[config.mk]
export PLATFORM = sky130hd
export DESIGN_NAME = to_montgomery_serial
export DESIGN_NICKNAME = d
export VERILOG_FILES = /design/src/rtl/to_montgomery_serial_pkg.sv /design/src/rtl/mod_double_add_step.sv /design/src/rtl/to_montgomery_serial.sv
export SDC_FILE = /design/constraint.sdc
export NUM_CORES = 1
export LEC_CHECK = 0
export BUFFER_PORTS_ARGS = -buffer_cell sky130_fd_sc_hd__buf_2
export CORE_MARGIN = 2
export CORE_UTILIZATION = 58
export DETAILED_ROUTE_END_ITERATION = 12
export GPL_TIMING_DRIVEN = 0
export PLACE_DENSITY = 0.81
export SLEW_MARGIN = 25
export SYNTH_ARGS = -nofsm -noshare
export SYNTH_HDL_FRONTEND = slang
export SYNTH_HIERARCHICAL = 1
export SYNTH_SLANG_ARGS = --single-unit
[constraint.sdc]
create_clock -name clk_i -period 3.75 [get_ports clk_i]
set_clock_uncertainty 0.1 [all_clocks]
set_input_delay 1.125 -clock clk_i [delete_from_list [all_inputs] [get_ports clk_i]]
set_output_delay 1.125 -clock clk_i [all_outputs]
set_load 0.005 [all_outputs]
[src/rtl/to_montgomery_serial_pkg.sv]
// Shared constants and FSM state type for the normal-to-Montgomery converter.
// params_pkg carries the datapath and modulus defaults; multiplier_pkg carries the state enum.
package params_pkg;
  localparam int unsigned DATA_LENGTH    = 32;
  localparam int unsigned MODULUS        = 8380417;
  localparam int unsigned MODULUS_LENGTH = 23;
  localparam int unsigned CNT_WIDTH      = $clog2(2 * DATA_LENGTH + 1);
endpackage

package multiplier_pkg;
  typedef enum logic [1:0] {
    IDLE,
    RUN,
    DONE
  } to_mont_state_t;
endpackage

[src/rtl/mod_double_add_step.sv]
// One bit-serial reduction step: r' = (2r + b) mod m, assuming r < m on entry.
module mod_double_add_step #(
  parameter int unsigned DATA_LENGTH = params_pkg::DATA_LENGTH
) (
  input  logic [DATA_LENGTH:0]   r,
  input  logic                   b,
  input  logic [DATA_LENGTH-1:0] m,
  output logic [DATA_LENGTH:0]   r_next
);
  localparam int unsigned TW = DATA_LENGTH + 2;

  logic [TW-1:0]        t;
  logic [DATA_LENGTH:0] diff;

  // The extra top bit of t keeps the compare exact even if r were out of range.
  assign t      = {r, b};
  assign diff   = t[DATA_LENGTH:0] - {1'b0, m};
  assign r_next = (t >= TW'(m)) ? diff : t[DATA_LENGTH:0];
endmodule

[src/rtl/to_montgomery_serial.sv]
// Bit-serial conversion xm = x * 2^k mod m, result held under a valid/ready handshake.
// Optional configuration checking (err_o) is enabled by defining TO_MONT_CHECK_EN.
module to_montgomery_serial
  import multiplier_pkg::*;
#(
  parameter int unsigned DATA_LENGTH = params_pkg::DATA_LENGTH
) (
  input  logic                   clk_i,
  input  logic                   rst_ni,
  input  logic                   start_i,
  input  logic [DATA_LENGTH-1:0] x_i,
  input  logic [DATA_LENGTH-1:0] m_i,
  input  logic [DATA_LENGTH-1:0] m_bl_i,
  input  logic                   ready_i,
  output logic                   busy_o,
  output logic [DATA_LENGTH-1:0] result_o,
  output logic                   valid_o,
  output logic                   err_o
);
  localparam int unsigned CW = $clog2(2 * DATA_LENGTH + 1);
  localparam int unsigned KW = $clog2(DATA_LENGTH + 1);

  to_mont_state_t         state_q, state_d;
  logic [DATA_LENGTH-1:0] x_q, x_d;
  logic [DATA_LENGTH-1:0] m_q, m_d;
  logic [DATA_LENGTH:0]   r_q, r_d;
  logic [CW-1:0]          cnt_q, cnt_d;
  logic [DATA_LENGTH-1:0] result_q, result_d;
  logic                   busy_q, busy_d;
  logic                   valid_q, valid_d;
  logic                   err_q, err_d;
  logic [DATA_LENGTH:0]   step_r;
  logic [KW-1:0]          k;
  logic                   cfg_bad_c;
  logic                   unused_mbl;

  assign k          = m_bl_i[KW-1:0];
  assign unused_mbl = ^m_bl_i[DATA_LENGTH-1:KW];

`ifdef TO_MONT_CHECK_EN
  always_comb begin
    cfg_bad_c = ~m_i[0]
              | (m_i == '0)
              | (k == '0)
              | (k > KW'(DATA_LENGTH - 1))
              | ((m_i >> k) != '0);
  end
`else
  assign cfg_bad_c = 1'b0;
`endif

  // x is shifted out MSB first; once exhausted the shift register feeds the k zero bits.
  mod_double_add_step #(
    .DATA_LENGTH(DATA_LENGTH)
  ) u_step (
    .r      (r_q),
    .b      (x_q[DATA_LENGTH-1]),
    .m      (m_q),
    .r_next (step_r)
  );

  always_ff @(posedge clk_i or negedge rst_ni) begin
    if (!rst_ni) begin
      state_q  <= IDLE;
      x_q      <= '0;
      m_q      <= '0;
      r_q      <= '0;
      cnt_q    <= '0;
      result_q <= '0;
      busy_q   <= 1'b0;
      valid_q  <= 1'b0;
      err_q    <= 1'b0;
    end else begin
      state_q  <= state_d;
      x_q      <= x_d;
      m_q      <= m_d;
      r_q      <= r_d;
      cnt_q    <= cnt_d;
      result_q <= result_d;
      busy_q   <= busy_d;
      valid_q  <= valid_d;
      err_q    <= err_d;
    end
  end

  // Next-state and next-register logic.
  always_comb begin
    state_d  = state_q;
    x_d      = x_q;
    m_d      = m_q;
    r_d      = r_q;
    cnt_d    = cnt_q;
    result_d = result_q;
    busy_d   = busy_q;
    valid_d  = valid_q;
    err_d    = err_q;

    unique case (state_q)
      IDLE: begin
        if (start_i) begin
          x_d    = x_i;
          m_d    = m_i;
          r_d    = '0;
          cnt_d  = CW'(DATA_LENGTH) + CW'(k);
          busy_d = 1'b1;
          if (cfg_bad_c) begin
            state_d  = DONE;
            result_d = '0;
            valid_d  = 1'b1;
            err_d    = 1'b1;
          end else begin
            state_d = RUN;
          end
        end
      end
      RUN: begin
        r_d   = step_r;
        x_d   = {x_q[DATA_LENGTH-2:0], 1'b0};
        cnt_d = cnt_q - CW'(1);
        if (cnt_q == CW'(1)) begin
          state_d  = DONE;
          result_d = step_r[DATA_LENGTH-1:0];
          valid_d  = 1'b1;
        end
      end
      DONE: begin
        if (ready_i) begin
          state_d = IDLE;
          valid_d = 1'b0;
          busy_d  = 1'b0;
          err_d   = 1'b0;
        end
      end
      default: state_d = IDLE;
    endcase
  end

  assign busy_o   = busy_q;
  assign valid_o  = valid_q;
  assign result_o = result_q;
  assign err_o    = err_q;
endmodule

==> results by group <==
Routing
  – Via count: 7299
  – Initial DRC count: 558
  – Final WL: 21.1 mm
  – Routed Antenna Nets: 0
  – Remaining DRCs: 0
  – Initial DRT Pass Iterations: 5
  – Avg Vias per Cell: 5.91
  – WL per Instance: 17.1 um

Placement
  – Port Buffer Count: 107
  – Placed cells: 1205
  – GPL Wtd Cong: 0.909
  – DPL Wire Length: 15.1 mm
  – Post-DP Area: 0.00929 mm2

Synth
  – Mapped cell area: 0.00848 mm2
  – Syn nets: 1047
  – Post-synthesis sequential area ratio: 41.3%
  – YS warnings: 6
  – Average cell area after synthesis: 9.30 um2
  – EDFF count, synth: 0
  – Yosys cell types: 70
  – Post-synth ARST share: 100%
  – Ys flop type: dfrtp_1
  – Syn Inst Count: 912
  – FF+latch count, synth: 140

Final layout
  – Layout area overhead: 16.6%
  – Ratio of cells with drive above 1 in the final layout: 22.4%
  – Antenna cells: 0
  – Leading cell types in the layout, fill and taps excluded: dfrtp_1, nand2_1, buf_2
  – Final core occ: 68.6%
  – Final instance area: 0.00989 mm2
  – Most common cell after layout, fill and taps aside: dfrtp_1
  – Finished Layout Cells: 1234
  – Nets: 1175

Global route
  – Gr ovfl total: 0
  – First-pass GRT wire length: 36.0 mm
  – Largest net degree at the start of global routing: 89
  – Total track usage: 28.2%
  – Number of global-route vias before repair: 7396
  – Antenna violations before repair: 1

Critical path
  – R2R cell count: 14
  – Crit-path max FO: 10
  – Startpoint Class: flip-flop
  – CP required: 3.95 ns
  – Worst R2R Setup Slack: 0.24 ns
  – Setup crit end kind: flip-flop
  – Critical register-to-register path endpoint: result_o[20]
  – CP Class: flip-flop to flip-flop
  – RR Startpoint: x_q[31]
  – Crit path DAT: 3.71 ns

Pwr
  – Leakage: 4.79 nW
  – Sw Ratio: 44.3%
  – Clock share of power: 14.4%
  – Max rail drop VDD: 0.000503 V
  – Seq pwr share: 23.8%
  – Cell-internal power: 6.41 mW
  – Combinational power share: 61.8%
  – Pwr dens: 1160 mW/mm2
  – Net Sw Power: 5.10 mW

Die
  – I/O pins: 135
  – Die height: 125 um
  – Site Rows: 44
  – Initial Utilization: 58.8%
  – Die Width: 125 um
  – Die Footprint: 0.0156 mm2
  – CORE AREA: 0.0144 mm2

Outcome
  – Status: finished, final reports clean

Clock tree
  – Clock root cell: clkbuf_16
  – CTS Buf Count: 17
  – Worst-Skew Late Latency: 0.42 ns
  – # Post-CTS Setup Buffers: 0
  – CTS Buffer Depth: 2
  – Htree depth: 4
  – CTS tree: yes
  – Sinks on Clock Net: 140
  – Worst-path clk slew: 0.06 ns

STA
  – Period minus WS final: 3.51 ns
  – Final hold violation count: 0
  – Max Clock Freq: 285 MHz
  – Max Slew Vio Count: 0
  – Final setup viols: 0
  – Worst slew margin: 39.4%
  – Slew @ Worst Pin: 0.907 ns
  – RSZ-0062 raised after global routing: no
  – Final worst-path cycle share: 93.6%

Hold path
  – Hold path start: m_q[23]
  – Worst hold path stage count: 2
  – Hold EP: m_q[23]
  – HP Class: flip-flop to flip-flop

Flow run
  – MaxCap Viol Count: 0
[logic make-up after synthesis]
family / synth area share [%]
compound gates: 23.5
simple gates: 16.4
flops: 41.3
buf+inv: 5.62
fa+ha+maj: 5.25
mux: 5.74
xor+xnor: 2.07
other cells: 0.0442
[sequential cells by signal, summed over array words and instances, names as in the netlist]
name and count:
cnt_q 7, result_o 32, busy_o 1, x_q 32, state_q 2, r_q 33
valid_o 1, m_q 32
[cell type report]
type | instances | area, um2
fill | 1181 | 4530
multi-input combinational | 668 | 4520
sequential | 140 | 3500
timing repair buffer | 109 | 581
clock buffer | 23 | 488
buffer | 58 | 307
tap | 184 | 230
inverter | 46 | 173
clock inverter | 6 | 87.6
[routing by layer]
| layer | up-vias | track usage (%) | wire length, um |
|---|---|---|---|
| met5 | - | 0 | 11 |
| li1 | 3514 | - | - |
| met2 | 255 | 46.3 | 10100 |
| met1 | 3493 | 37.1 | 9200 |
| met4 | 2 | 8.69 | 395 |
| met3 | 35 | 7.30 | 1410 |
[power groups by stage]
stage | clock, mW | sequential, mW | combinational (mW)
after floorplan | 0 | 2.64 | 5.38
final | 1.66 | 2.74 | 7.10
after global placement | 0 | 2.71 | 6.70
after global routing | 1.76 | 2.83 | 7.85
after CTS | 1.69 | 2.73 | 6.97
after detailed placement | 0 | 2.73 | 6.91
[worst max-delay path, cell delays in order (launching register included)]
cell,delay [ns]
dfrtp_1,0.42
inv_1,0.08
ha_1,0.17
inv_1,0.06
fa_1,0.42
a21o_1,0.24
a221oi_4,0.32
o22ai_1,0.18
o211a_1,0.30
or3_1,0.37
buf_6,0.16
buf_6,0.16
nor2_2,0.10
a21oi_2,0.05
mux2_4,0.27
[cell usage after synthesis (10+ instances only)]
master | instances | share of area [%]
nor3_1 | 10 | 0.59
xnor2_1 | 10 | 1.0
a21o_1 | 14 | 1.2
xor2_1 | 10 | 1.0
a22oi_1 | 32 | 2.8
a21oi_2 | 16 | 1.7
nor2_1 | 34 | 1.5
a22o_1 | 34 | 3.5
inv_1 | 46 | 2.0
ha_1 | 34 | 5.0
dfrtp_1 | 140 | 41
o21bai_1 | 10 | 0.89
clkbuf_1 | 36 | 1.6
nand2_1 | 131 | 5.8
o21ai_0 | 59 | 3.5
nor2_2 | 13 | 0.96
nand3_1 | 13 | 0.77
a21oi_1 | 67 | 4.0
mux2_4 | 28 | 5.0
nor2b_1 | 35 | 2.6
[timing repair]
item                       in CTS  in global routing
setup endpoints to repair       0                 39
resized for setup               0                  6
hold buffers                    0                  0
[stage by stage]
step	TNS, ns	hold WS [ns]	total power [mW]	worst slack (ns)
CTS	0	0.377	11.4	0.00765
global route	0	0.400	12.4	0.0646
floorplan	0	0.346	8.02	0.566
finish	0	0.371	11.5	0.239
detailed placement	0	0.362	9.63	0.0294
global placement	-72.53	0.359	9.41	-0.528
[worst max path at each step]
| stage | depth (start not counted) | slack, ns | from | to |
|---|---|---|---|---|
| floorplan | 14 | 0.57 | x_q[31] | result_o[3] |
| global placement | 1 | -0.53 | rst_ni | result_o[23] |
| detailed placement | 12 | 0.03 | x_q[31] | result_o[4] |
| CTS | 12 | 0.008 | x_q[31] | result_o[4] |
| global route | 14 | 0.06 | x_q[31] | result_o[3] |
| finish | 14 | 0.24 | x_q[31] | result_o[20] |
Note: power is estimated with default switching activity, not from simulation.
